`config.mk`:
```
export PLATFORM = sky130hd
export DESIGN_NAME = alp_arbiter
export DESIGN_NICKNAME = d
export VERILOG_FILES = /design/src/rtl/alp_pkg.sv /design/src/rtl/alp_rr_arb.sv /design/src/rtl/alp_arbiter.sv
export SDC_FILE = /design/constraint.sdc
export NUM_CORES = 1
export LEC_CHECK = 0
export BUFFER_PORTS_ARGS = -buffer_cell sky130_fd_sc_hd__buf_2
export CORE_MARGIN = 3
export CORE_UTILIZATION = 54
export CTS_CLUSTER_DIAMETER = 120
export CTS_CLUSTER_SIZE = 10
export DETAILED_ROUTE_END_ITERATION = 6
export GPL_TIMING_DRIVEN = 0
export PLACE_DENSITY = 0.86
export SLEW_MARGIN = 0
export SYNTH_ARGS = -nofsm -noshare
export SYNTH_HDL_FRONTEND = slang
export SYNTH_SLANG_ARGS = --single-unit
```
`constraint.sdc`:
```
create_clock -name clk -period 2.8 [get_ports clk]
set_input_delay 0.14 -clock clk [delete_from_list [all_inputs] [get_ports clk]]
set_output_delay 0.14 -clock clk [all_outputs]
set_load 0.05 [all_outputs]
```
`src/rtl/alp_pkg.sv`:
```
// Shared definitions for the ALP arbiter: datapath widths, FSM states and
// the 3-bit ALP opcode map.
package alp_pkg;

  localparam int ALP_DATA_W = 4;
  localparam int ALP_OP_W   = 3;
  localparam int ALP_NREQ   = 2;

  typedef enum logic [2:0] {
    S_IDLE = 3'd0,
    S_CLR  = 3'd1,
    S_LD0  = 3'd2,
    S_LD1  = 3'd3,
    S_COMP = 3'd4,
    S_WAIT = 3'd5,
    S_RESP = 3'd6
  } alp_state_e;

  typedef enum logic [ALP_OP_W-1:0] {
    ALP_OP_NOP = 3'd0,
    ALP_OP_ADD = 3'd1,
    ALP_OP_SUB = 3'd2,
    ALP_OP_AND = 3'd3,
    ALP_OP_OR  = 3'd4,
    ALP_OP_XOR = 3'd5,
    ALP_OP_SHL = 3'd6,
    ALP_OP_SHR = 3'd7
  } alp_op_e;

  // Requester index to one-hot lane vector.
  function automatic logic [ALP_NREQ-1:0] idx_onehot(input logic idx);
    return idx ? 2'b10 : 2'b01;
  endfunction

endpackage

```
`src/rtl/alp_rr_arb.sv`:
```
// Two-way grant logic. Round-robin by default; ALP_ARB_FIXED_PRIO_EN makes
// requester 0 always win a tie and removes the pointer register.
module alp_rr_arb
  import alp_pkg::*;
(
  input  logic                clk,
  input  logic                rst_n,
  input  logic [ALP_NREQ-1:0] req,
  input  logic                adv,
  output logic [ALP_NREQ-1:0] gnt
);

`ifdef ALP_ARB_FIXED_PRIO_EN

  logic unused_sigs;
  assign unused_sigs = &{1'b0, clk, rst_n, adv};

  assign gnt = req[0] ? 2'b01 : {req[1], 1'b0};

`else

  logic ptr_reg;

  // Pointer names the preferred requester; it moves to the loser on a grant.
  always_ff @(posedge clk) begin
    if (!rst_n) begin
      ptr_reg <= 1'b0;
    end else if (adv && (|req)) begin
      ptr_reg <= gnt[0];
    end
  end

  assign gnt = (&req) ? idx_onehot(ptr_reg) : req;

`endif

endmodule

```
`src/rtl/alp_arbiter.sv`:
```
// Shares one ALP between two requesters: arbitrates, sequences clr/load/comp,
// waits COMP_CYCLES and returns the result. Option: ALP_ARB_FIXED_PRIO_EN.
module alp_arbiter
  import alp_pkg::*;
#(
  parameter int COMP_CYCLES = 8,
  parameter int CNT_W       = 8
) (
  input  logic                             clk,
  input  logic                             rst_n,
  input  logic [ALP_NREQ-1:0]              req_valid,
  output logic [ALP_NREQ-1:0]              req_ready,
  input  logic [ALP_NREQ*ALP_OP_W-1:0]     req_op,
  input  logic [ALP_NREQ*ALP_DATA_W-1:0]   req_a,
  input  logic [ALP_NREQ*ALP_DATA_W-1:0]   req_b,
  output logic [ALP_NREQ-1:0]              rsp_valid,
  input  logic [ALP_NREQ-1:0]              rsp_ready,
  output logic [ALP_DATA_W-1:0]            rsp_out0,
  output logic [ALP_DATA_W-1:0]            rsp_out1,
  output logic                             rsp_err,
  output logic                             busy,
  output logic                             alp_clr,
  output logic                             alp_load,
  output logic                             alp_comp,
  output logic [ALP_OP_W-1:0]              alp_op,
  output logic [ALP_DATA_W-1:0]            alp_data,
  input  logic [ALP_DATA_W-1:0]            alp_out_0,
  input  logic [ALP_DATA_W-1:0]            alp_out_1,
  input  logic                             alp_err
);

  alp_state_e              state_reg, state_next;
  logic                    win_reg;
  logic [ALP_OP_W-1:0]     op_reg;
  logic [ALP_DATA_W-1:0]   a_reg, b_reg;
  logic [CNT_W-1:0]        cnt_reg;
  logic [ALP_DATA_W-1:0]   out0_reg, out1_reg;
  logic                    err_reg;

  logic [ALP_OP_W-1:0]     op_arr [ALP_NREQ];
  logic [ALP_DATA_W-1:0]   a_arr  [ALP_NREQ];
  logic [ALP_DATA_W-1:0]   b_arr  [ALP_NREQ];
  logic [ALP_NREQ-1:0]     gnt;
  logic                    grant_fire;
  logic                    win_idx;

  genvar gi;
  generate
    for (gi = 0; gi < ALP_NREQ; gi++) begin : g_lane
      assign op_arr[gi]    = req_op[gi*ALP_OP_W +: ALP_OP_W];
      assign a_arr[gi]     = req_a[gi*ALP_DATA_W +: ALP_DATA_W];
      assign b_arr[gi]     = req_b[gi*ALP_DATA_W +: ALP_DATA_W];
      assign req_ready[gi] = grant_fire && gnt[gi];
      assign rsp_valid[gi] = (state_reg == S_RESP) && (win_reg == 1'(gi));
    end
  endgenerate

  assign grant_fire = (state_reg == S_IDLE) && (|req_valid);
  assign win_idx    = gnt[1];

  alp_rr_arb u_arb (
    .clk   (clk),
    .rst_n (rst_n),
    .req   (req_valid),
    .adv   (grant_fire),
    .gnt   (gnt)
  );

  always_comb begin
    state_next = state_reg;
    case (state_reg)
      S_IDLE:  if (grant_fire) state_next = S_CLR;
      S_CLR:   state_next = S_LD0;
      S_LD0:   state_next = S_LD1;
      S_LD1:   state_next = S_COMP;
      S_COMP:  state_next = S_WAIT;
      S_WAIT:  if (cnt_reg == '0) state_next = S_RESP;
      S_RESP:  if (rsp_ready[win_reg]) state_next = S_IDLE;
      default: state_next = S_IDLE;
    endcase
  end

  always_ff @(posedge clk) begin
    if (!rst_n) begin
      state_reg <= S_IDLE;
      win_reg   <= 1'b0;
      op_reg    <= '0;
      a_reg     <= '0;
      b_reg     <= '0;
      cnt_reg   <= '0;
      out0_reg  <= '0;
      out1_reg  <= '0;
      err_reg   <= 1'b0;
    end else begin
      state_reg <= state_next;
      if (grant_fire) begin
        win_reg <= win_idx;
        op_reg  <= op_arr[win_idx];
        a_reg   <= a_arr[win_idx];
        b_reg   <= b_arr[win_idx];
      end
      // The wait window starts counting from the cycle after the comp strobe.
      if (state_reg == S_COMP) begin
        cnt_reg <= CNT_W'(COMP_CYCLES - 1);
      end else if ((state_reg == S_WAIT) && (cnt_reg != '0)) begin
        cnt_reg <= cnt_reg - CNT_W'(1);
      end
      if ((state_reg == S_WAIT) && (cnt_reg == '0)) begin
        out0_reg <= alp_out_0;
        out1_reg <= alp_out_1;
        err_reg  <= alp_err;
      end
    end
  end

  always_comb begin
    alp_clr  = 1'b0;
    alp_load = 1'b0;
    alp_comp = 1'b0;
    alp_op   = '0;
    alp_data = '0;
    case (state_reg)
      S_CLR: begin
        alp_clr = 1'b1;
        alp_op  = op_reg;
      end
      S_LD0: begin
        alp_load = 1'b1;
        alp_data = a_reg;
        alp_op   = op_reg;
      end
      S_LD1: begin
        alp_load = 1'b1;
        alp_data = b_reg;
        alp_op   = op_reg;
      end
      S_COMP: begin
        alp_comp = 1'b1;
        alp_op   = op_reg;
      end
      S_WAIT:  alp_op = op_reg;
      default: ;
    endcase
  end

  assign busy     = (state_reg != S_IDLE);
  assign rsp_out0 = out0_reg;
  assign rsp_out1 = out1_reg;
  assign rsp_err  = err_reg;

endmodule

```
==> results.rst <==
.. list-table::
   :header-rows: 1

   * - Metric
     - Value
   * - Ratio of cells with drive above 1 in the final layout
     - 29.58%
   * - Avg Vias per Cell
     - 5.567
   * - Maximum number of pins on one net before global-route repair
     - 11
   * - Post_cts resized
     - 0
   * - ANT cells
     - 0
   * - Avg Synthesized Cell Area
     - 8.492 um^2
   * - Number of standard cells after synthesis
     - 216
   * - Highest achievable clock rate
     - 0.4622 GHz
   * - Synth async-reset ratio
     - 0%
   * - Number of buffers created by CTS
     - 5
   * - Final-report max-slew violation count
     - 0
   * - Number of DRC violations after detailed-routing iteration 0
     - 154
   * - Aggregate global routing overflow
     - 0
   * - Number of H-tree branching levels
     - 2
   * - Total of warnings raised by yosys
     - 0
   * - Part of the Yosys area used for sequential elements
     - 36.02%
   * - Number of post-CTS setup repair buffers
     - 0
   * - Number of hold-slack violations in the final timing report
     - 0
   * - Number of placement rows
     - 20
   * - Startpoint Class
     - flip-flop
   * - CTS tree
     - built
   * - Outcome
     - finished clean
   * - Total iterations of the first detailed-routing run
     - 4
   * - Worst Path Max Fanout
     - 8
   * - Clock transition at the registers of the reported paths
     - 0.10 ns
   * - Time the worst path needs with I/O delays and setup
     - 2.164 ns
   * - Number of buffers between clock root and the deepest sink
     - 2
   * - Final worst hold slack
     - 0.01958 ns
   * - Horizontal die dimension
     - 64.28 um
   * - Global-route total usage across every layer
     - 23.50%
   * - Detailed-route DRC error count
     - 0
   * - Number of I/O port buffers
     - 60
   * - Flip-flop count of the largest register after layout
     - 8
   * - Detailed placement HPWL
     - 3408 um
   * - Part of the cycle the worst path needs
     - 77.28%
   * - Category of the most critical setup path
     - flip-flop to primary output
   * - Worst voltage drop across the vdd grid
     - 0.0003459 V
   * - Synth Cell Area
     - 0.001834 mm^2
   * - Cell at the root of the clock tree
     - sky130_fd_sc_hd__clkbuf_4
   * - Routed wire length
     - 4568 um
   * - Core area
     - 0.003153 mm^2
   * - Total Nets Final
     - 322
   * - Initial core utilization
     - 58.17%
   * - Total die area
     - 0.004132 mm^2
   * - Final sum of negative setup slack
     - 0 ns
   * - Routed wire length per instance
     - 13.93 um
   * - Hold Path Stages
     - 3
   * - Number of distinct library cells after synthesis
     - 46
   * - Required time at the worst-slack endpoint
     - 2.66 ns
   * - Overall die height
     - 64.28 um
   * - Leading area contributor after synthesis
     - sky130_fd_sc_hd__dfxtp_1
   * - Final weighted congestion in routability-driven placement
     - 0.9184
   * - Max-cap viol count
     - 0
   * - Worst Hold Class
     - primary input to flip-flop
   * - Routed vias
     - 1826
   * - Synth-to-layout area growth
     - 24.01%
   * - FF+latch count, synth
     - 33
   * - Reg2Reg Depth
     - 5
   * - Commonest non-fill, non-tap cells in the layout
     - 64 x sky130_fd_sc_hd__buf_2, 33 x sky130_fd_sc_hd__dfxtp_1, 22 x sky130_fd_sc_hd__nand2_1
   * - Leak pwr
     - 0.9791 nW
   * - Commonest non-fill, non-tap cell in the layout
     - sky130_fd_sc_hd__buf_2
   * - Io pins
     - 61
   * - Latest clock arrival within the worst-skew pair
     - 0.35 ns
   * - Worst Skew
     - 0.007288 ns
   * - Wire length of the first global-routing pass
     - 7659 um
   * - Setup-violating endpoint count in the final report
     - 0
   * - Total nets after synthesis
     - 255
   * - Pin slew with the least headroom to its limit
     - 0.8058 ns
   * - Type of element capturing the critical path
     - primary output
   * - Clock tree sinks
     - 33
   * - Commonest register cell after synthesis
     - sky130_fd_sc_hd__dfxtp_1
   * - Number of nets still failing antenna checks after routing
     - 0
   * - Unrepaired setup endpoints after global routing
     - no
   * - Via count of the first global-routing pass
     - 1688
   * - Number of antenna violations at the first check in global routing
     - 0
   * - Hold-fix buffers, CTS
     - 0
   * - Yosys top cell area share
     - 36.02%
   * - Number of enable flip-flop cells after synthesis
     - 0
   * - Max_slew headroom
     - 46.16%
   * - Cell types with the largest area share after synthesis
     - sky130_fd_sc_hd__dfxtp_1 36%, sky130_fd_sc_hd__mux2i_1 9.8%, sky130_fd_sc_hd__nand3b_1 5.7%
   * - PwrDens
     - 530.8 mW/mm^2
   * - Data arrival time at the worst-slack endpoint
     - 2.02 ns
-- final timing paths --
path           startpoint           end  slack [ns]
min reg2reg   rsp_out0[0]   rsp_out0[0]        0.46
min               alp_err       rsp_err        0.02
max reg2reg    cnt_reg[0]    cnt_reg[4]        0.89
max          state_reg[0]  req_ready[1]        0.64
-- power by group --
part | switching [mW] | internal (mW)
combinational | 0.192 | 0.106
clock | 0.171 | 0.213
sequential | 0.0233 | 0.501
-- stage by stage --
| stage | worst slack (ns) | cell area [um^2] | power, mW | util (%) | cells |
|---|---|---|---|---|---|
| after floorplan | 0.2961 | 1834 | 0.7474 | - | 216 |
| after global placement | 0.9367 | 2190 | 0.8259 | 69.44 | 320 |
| after detailed placement | 0.9192 | 2190 | 0.8327 | 69.44 | 320 |
| after CTS | 0.6951 | 2275 | 1.211 | 72.14 | 328 |
| after global routing | 0.4906 | 2275 | 1.265 | 72.14 | 328 |
| final | 0.6363 | 2275 | 1.207 | 72.14 | 328 |
-- layer usage --
layer / track usage, % / wire (um) / up-vias
li1: - / - / 929
met1: 30.42 / 1984 / 833
met2: 36.73 / 2214 / 57
met3: 4.745 / 272 / 7
met4: 12.14 / 96 / 0
met5: 0 / 0 / -
-- area by class of cell --
cell class,count,area (um^2)
fillers,268,878.3
plain buffers,16,72.57
multi-input cells,155,1056
clock inverters,1,30.03
inverters,12,45.04
well taps,44,55.05
flip-flops and latches,33,660.6
repair buffers,60,300.3
clock buffers,7,55.05
-- critical path: stages, from the launching register on --
cell,delay (ns)
sky130_fd_sc_hd__dfxtp_1,0.39
sky130_fd_sc_hd__nor3_2,0.42
sky130_fd_sc_hd__inv_1,0.19
sky130_fd_sc_hd__nor3_1,0.33
sky130_fd_sc_hd__buf_2,0.33
-- cell usage after synthesis (2+ instances only) --
cell	instances
sky130_fd_sc_hd__or3b_2	2
sky130_fd_sc_hd__inv_1	11
sky130_fd_sc_hd__nor2_1	7
sky130_fd_sc_hd__dfxtp_1	33
sky130_fd_sc_hd__nand3b_1	14
sky130_fd_sc_hd__o21ai_0	12
sky130_fd_sc_hd__nand2_1	22
sky130_fd_sc_hd__nand3_1	6
sky130_fd_sc_hd__nor4_2	2
sky130_fd_sc_hd__and3_1	4
sky130_fd_sc_hd__a21oi_1	17
sky130_fd_sc_hd__nor3_2	2
sky130_fd_sc_hd__a211oi_1	5
sky130_fd_sc_hd__buf_2	4
sky130_fd_sc_hd__nor2b_1	3
sky130_fd_sc_hd__a311oi_1	12
sky130_fd_sc_hd__ha_1	2
sky130_fd_sc_hd__clkbuf_1	10
sky130_fd_sc_hd__mux2i_1	18
sky130_fd_sc_hd__nor3_1	3
sky130_fd_sc_hd__o21a_1	2
-- kinds of logic after synthesis --
group	share of synthesized area, %
muxes	9.822
adders and majority gates	1.364
AOI/OAI and AO/OA	21.21
buffers and inverters	6.412
DFF	36.02
and+or+nand+nor	25.17
Note: power is estimated with default switching activity, not from simulation.
